File: src/rtl/serial_addsub_pkg.sv
// -----------------------------------------------------------------------------
// serial_addsub_pkg
// Shared types and constants for the bit-serial add/subtract sequencer.
//   state_t        : controller FSM states (IDLE, RUN, DONE)
//   DEFAULT_WIDTH  : default operand width
//   cnt_width()    : bit-counter width for a given operand width
// -----------------------------------------------------------------------------
package serial_addsub_pkg;

   typedef enum logic [1:0] {
      IDLE = 2'd0,
      RUN  = 2'd1,
      DONE = 2'd2
   } state_t;

   localparam int DEFAULT_WIDTH = 8;

   // Counter only has to reach WIDTH-1, so $clog2(WIDTH) bits are enough.
   function automatic int cnt_width(input int w);
      return (w > 1) ? $clog2(w) : 1;
   endfunction

endpackage : serial_addsub_pkg

File: src/rtl/addsub_bit.sv
// -----------------------------------------------------------------------------
// addsub_bit
// Purely combinational one-bit add/subtract cell. Subtraction is formed by
// inverting b; the caller supplies the initial carry of 1.
//   a, b  : operand bits
//   cin   : carry in
//   sub   : 0 = add, 1 = subtract
//   s     : sum bit
//   co    : carry out
// -----------------------------------------------------------------------------
module addsub_bit (
   input  logic a,
   input  logic b,
   input  logic cin,
   input  logic sub,
   output logic s,
   output logic co
);

   logic bi;

   assign bi = b ^ sub;
   assign s  = a ^ bi ^ cin;
   assign co = (a & bi) | (a & cin) | (bi & cin);

endmodule : addsub_bit

File: src/rtl/serial_addsub_ctrl.sv
// -----------------------------------------------------------------------------
// serial_addsub_ctrl
// Bit-serial add/subtract sequencer. A single addsub_bit cell is time-shared
// over all WIDTH bit positions, LSB first, one bit per clock, with the carry
// held in a flip-flop between bits.
//
// Parameters
//   WIDTH   : operand/result width, 2..32
// Ports
//   clk     : rising-edge clock
//   rst     : asynchronous active-high reset
//   start   : request, sampled only in IDLE
//   op_sub  : 0 = a+b, 1 = a-b (sampled with start)
//   a, b    : operands (sampled with start)
//   busy    : high while the bits are being processed
//   done    : one-cycle completion pulse
//   result  : sum/difference, valid at and after done
//   cout    : final carry out (subtract: 1 = no borrow)
//   ovf     : signed overflow
//
// Build option
//   SERIAL_ADDSUB_OVF_EN : when defined, ovf is computed from the carries
//                          into and out of the MSB and registered; otherwise
//                          ovf is tied to 0 and that logic is omitted.
// -----------------------------------------------------------------------------
module serial_addsub_ctrl
   import serial_addsub_pkg::*;
#(
   parameter int WIDTH = DEFAULT_WIDTH
) (
   input  logic             clk,
   input  logic             rst,
   input  logic             start,
   input  logic             op_sub,
   input  logic [WIDTH-1:0] a,
   input  logic [WIDTH-1:0] b,
   output logic             busy,
   output logic             done,
   output logic [WIDTH-1:0] result,
   output logic             cout,
   output logic             ovf
);

   localparam int CNT_W = cnt_width(WIDTH);
   localparam logic [CNT_W-1:0] LAST_BIT = CNT_W'(WIDTH - 1);

   state_t           state;
   logic [CNT_W-1:0] cnt;
   logic [WIDTH-1:0] a_sh;
   logic [WIDTH-1:0] b_sh;
   logic             sub_q;
   logic             carry;

   logic             cell_s;
   logic             cell_co;

   addsub_bit u_cell (
      .a   (a_sh[0]),
      .b   (b_sh[0]),
      .cin (carry),
      .sub (sub_q),
      .s   (cell_s),
      .co  (cell_co)
   );

   always_ff @(posedge clk or posedge rst) begin
      if (rst) begin
         state  <= IDLE;
         cnt    <= '0;
         a_sh   <= '0;
         b_sh   <= '0;
         sub_q  <= 1'b0;
         carry  <= 1'b0;
         busy   <= 1'b0;
         done   <= 1'b0;
         result <= '0;
         cout   <= 1'b0;
      end else begin
         case (state)
            IDLE: begin
               done <= 1'b0;
               if (start) begin
                  a_sh  <= a;
                  b_sh  <= b;
                  sub_q <= op_sub;
                  // Initial carry of 1 completes the two's complement of b.
                  carry <= op_sub;
                  cnt   <= '0;
                  busy  <= 1'b1;
                  state <= RUN;
               end
            end

            RUN: begin
               // Sum bits enter at the MSB so that after WIDTH shifts the
               // first (LSB) bit has reached position 0.
               result <= {cell_s, result[WIDTH-1:1]};
               carry  <= cell_co;
               a_sh   <= a_sh >> 1;
               b_sh   <= b_sh >> 1;
               cnt    <= cnt + CNT_W'(1);
               if (cnt == LAST_BIT) begin
                  cout  <= cell_co;
                  busy  <= 1'b0;
                  done  <= 1'b1;
                  state <= DONE;
               end
            end

            DONE: begin
               done  <= 1'b0;
               state <= IDLE;
            end

            default: begin
               busy  <= 1'b0;
               done  <= 1'b0;
               state <= IDLE;
            end
         endcase
      end
   end

`ifdef SERIAL_ADDSUB_OVF_EN
   logic ovf_q;

   // On the last bit, carry holds the carry into the MSB and cell_co the
   // carry out of it; they differ exactly on signed overflow.
   always_ff @(posedge clk or posedge rst) begin
      if (rst) begin
         ovf_q <= 1'b0;
      end else if (state == RUN && cnt == LAST_BIT) begin
         ovf_q <= carry ^ cell_co;
      end
   end

   assign ovf = ovf_q;
`else
   assign ovf = 1'b0;
`endif

endmodule : serial_addsub_ctrl

File: config.mk
export PLATFORM = sky130hd
export DESIGN_NAME = serial_addsub_ctrl
export DESIGN_NICKNAME = d
export VERILOG_FILES = /design/src/rtl/serial_addsub_pkg.sv /design/src/rtl/addsub_bit.sv /design/src/rtl/serial_addsub_ctrl.sv
export SDC_FILE = /design/constraint.sdc
export NUM_CORES = 1
export LEC_CHECK = 0
export CAP_MARGIN = 20
export CELL_PAD_IN_SITES_DETAIL_PLACEMENT = 1
export CELL_PAD_IN_SITES_GLOBAL_PLACEMENT = 2
export CORE_MARGIN = 5
export CORE_UTILIZATION = 34
export DETAILED_ROUTE_END_ITERATION = 10
export PLACE_DENSITY_LB_ADDON = 0.25
export SLEW_MARGIN = 20
export SYNTH_ARGS = -nofsm -noshare
export SYNTH_HDL_FRONTEND = slang
export SYNTH_SLANG_ARGS = --single-unit
File: constraint.sdc
create_clock -name clk -period 2.3 [get_ports clk]
set_input_delay 0.46 -clock clk [delete_from_list [all_inputs] [get_ports clk]]
set_output_delay 0.46 -clock clk [all_outputs]
set_load 0.005 [all_outputs]
==> flow_metrics.env <==
export IMPL_syn_to_final_growth_pct=25.41
export IMPL_cts_sinks=34
export IMPL_path_class="register to register"
export IMPL_io_pins=32
export IMPL_crit_path_end_kind="register"
export IMPL_power_frac_comb=0.399
export IMPL_sw_frac_of_total=0.3457
export IMPL_multiInputGateArea_um2=651.9
export IMPL_routed_wirelength_mm=3.726
export IMPL_relSlewSlack=0.5847
export IMPL_fmax_ghz=0.6019
export IMPL_ant_nets=0
export IMPL_gp_congestion=0.7456
export IMPL_ys_seq_area_frac=0.5267
export IMPL_outcome="complete, no violations"
export IMPL_cp_arrival_ps=1830
export IMPL_synth_top_area_share=0.5267
export IMPL_n_fill_cell=538
export IMPL_syn_nets=179
export IMPL_dp_final_hpwl_mm=2.715
export IMPL_syn_instance_count=156
export IMPL_die_w_um=78.93
export IMPL_yosysUniqueCellTypes=31
export IMPL_drive_above_1_share=0.09626
export IMPL_clockRootBuffer="clkbuf_8"
export IMPL_clk_pin_slew_ps=70
export IMPL_grt_pass1_vias=1319
export IMPL_synthesis_area_um2=1615
export IMPL_post_drt_wl_per_cell_um=15.46
export IMPL_final_cell_mix="34 x dfrtp_1, 30 x clkdlybuf4s50_1, 27 x nand2_1"
export IMPL_worstPathMaxFanout=15
export IMPL_fin_crit_sh=0.7223
export IMPL_overflow=0
export IMPL_drv_slew=0
export IMPL_antenna_found_initial=0
export IMPL_p_int_w=0.001669
export IMPL_drt_iter0_drc=55
export IMPL_vias_per_cell=5.062
export IMPL_seqPwrFrac=0.422
export IMPL_die_area_um2=6229
export IMPL_hold_violations=0
export IMPL_port_buffers=30
export IMPL_drc_errors=0
export IMPL_cts_buffers_inserted=5
export IMPL_first_pass_iters=4
export IMPL_cts_tree="yes"
export IMPL_whs_ps=481.2
export IMPL_cp_data_required_time_ps=2470
export IMPL_leakage_nw=0.8902
export IMPL_grt_max_degree=35
export IMPL_htree_levels=2
export IMPL_power_w=0.002551
export IMPL_min_path_type="register to register"
export IMPL_dp_cells=233
export IMPL_syn_avg_cell_area_um2=10.35
export IMPL_fin_util=0.4346
export IMPL_grt_usage=0.1365
export IMPL_pwr_density_cell_nw_per_um2=1259
export IMPL_post_cts_buffers=0
export IMPL_ys_seq_elements=34
export IMPL_finalSetupViolations=0
export IMPL_clk_latency_ps=290
export IMPL_grt_pass1_wl_mm=6.541
export IMPL_rrSetupSlack_ps=640
export IMPL_cts_resized=0
export IMPL_diodes=0
export IMPL_switchingPower_w=0.0008819
export IMPL_ctsHoldBuffers=0
export IMPL_num_rows=25
export IMPL_fin_nets=209
export IMPL_clockBufferDepth=2
export IMPL_tightest_slew_ps=621.7
export IMPL_rsz0062_at_grt="no"
export IMPL_seqCellArea_um2=850.8
export IMPL_finClkSkew_ps=4.943
export IMPL_fin_cells=241
export IMPL_clockPowerShare=0.179
export IMPL_yosysTopAreaCell="dfrtp_1"
export IMPL_synthTopCellsByArea="dfrtp_1 53%, nand2_1 6.3%, nor3b_1 4.6%, o22a_1 2.7%, buf_4 2.3%"
export IMPL_yosysWarnings=0
export IMPL_period_minus_slack_ps=1661
export IMPL_num_vias=1220
export IMPL_initial_core_util=0.3466
export IMPL_start_kind="register"
export IMPL_die_height_um=78.93
export IMPL_coreArea_um2=4661
export IMPL_timing_setup_tns_ps=0
export IMPL_final_common_cell="dfrtp_1"
export IMPL_ir_drop_v=0.0003382
export IMPL_drv_cap=0
-- worst max-delay path, cell delays in order, from the launching register on --
cell and delay, ps:
dfrtp_1 670, nand2b_1 460, o221a_2 420
-- layer usage --
| metal | share of wire | GRT usage |
|---|---|---|
| met1 | 0.42 | 0.1628 |
| met2 | 0.52 | 0.2343 |
| met3 | 0.040 | 0.03401 |
| met4 | 0.020 | 0.05670 |
| met5 | 0 | 0 |
-- power groups by stage --
| stage | Sequential, W | Clock [W] | Combinational (W) |
|---|---|---|---|
| CTS | 0.00108 | 0.000476 | 0.00105 |
| global placement | 0.00108 | 0 | 0.000998 |
| finish | 0.00108 | 0.000456 | 0.00102 |
| detailed placement | 0.00109 | 0 | 0.00105 |
| global route | 0.00112 | 0.000504 | 0.00117 |
| floorplan | 0.00102 | 0 | 0.000725 |
-- cells in the mapped netlist (all sizes together) --
cell,instances
dfrtp,34
nand2,27
nor3b,13
buf,10
inv,9
o21ai,8
nor2,7
a21oi,6
nor2b,6
nor3,6
o22a,5
a221oi,4
nand3b,3
a22o,2
ha,2
nand2b,2
o221a,2
a21o,1
a22oi,1
clkbuf,1
conb,1
fa,1
mux2,1
o211ai,1
o21ba,1
o21bai,1
xnor2,1
-- flip-flops by register name (all words and copies together), names as in the netlist --
signal and cells:
cnt 3, carry 1, state 2, sub_q 1, a_sh 8, result 8, b_sh 8, busy 1
done 1, cout 1
-- per-stage QoR --
| step | instance area, um^2 | worst slack, ps |
|---|---|---|
| 2_1_floorplan | 1615 | 1065 |
| 3_5_place_dp | 1934 | 355.0 |
| 5_1_grt | 2026 | 463.7 |
| 3_3_place_gp | 1934 | 413.8 |
| 6_report | 2026 | 638.6 |
| 4_1_cts | 2026 | 604.2 |
-- kinds of logic (layout without fill, tap and decap cells) --
| family | Yosys count | after routing | share of synthesized area |
|---|---|---|---|
| adders and majority gates | 3 | 3 | 0.02788 |
| DFF | 34 | 34 | 0.5267 |
| muxes | 1 | 1 | 0.006971 |
| AOI/OAI and AO/OA | 32 | 32 | 0.1487 |
| and+or+nand+nor | 64 | 64 | 0.2122 |
| other | 1 | 1 | 0.002322 |
| buffers and inverters | 20 | 51 | 0.06971 |
| xor gates and xnor gates | 1 | 1 | 0.005423 |
-- worst paths after layout --
kind | start | to | cells past startpoint
min reg2reg | result[0] | result[0] | 2
max in group asynchronous | rst | cout | 3
min | result[0] | result[0] | 2
max reg2reg | state[0] | b_sh[6] | 2
max | state[0] | b_sh[6] | 2
min in group asynchronous | rst | result[1] | 3
-- area by class of cell --
class | count | area share
Sequential cell | 34 | 0.4200
Multi-Input combinational cell | 102 | 0.3218
Timing Repair Buffer | 34 | 0.1631
Clock buffer | 7 | 0.04262
Tap cell | 54 | 0.03335
Inverter | 9 | 0.01668
Clock inverter | 1 | 0.002471
No activity file was read; power rests on OpenSTA's default activity.
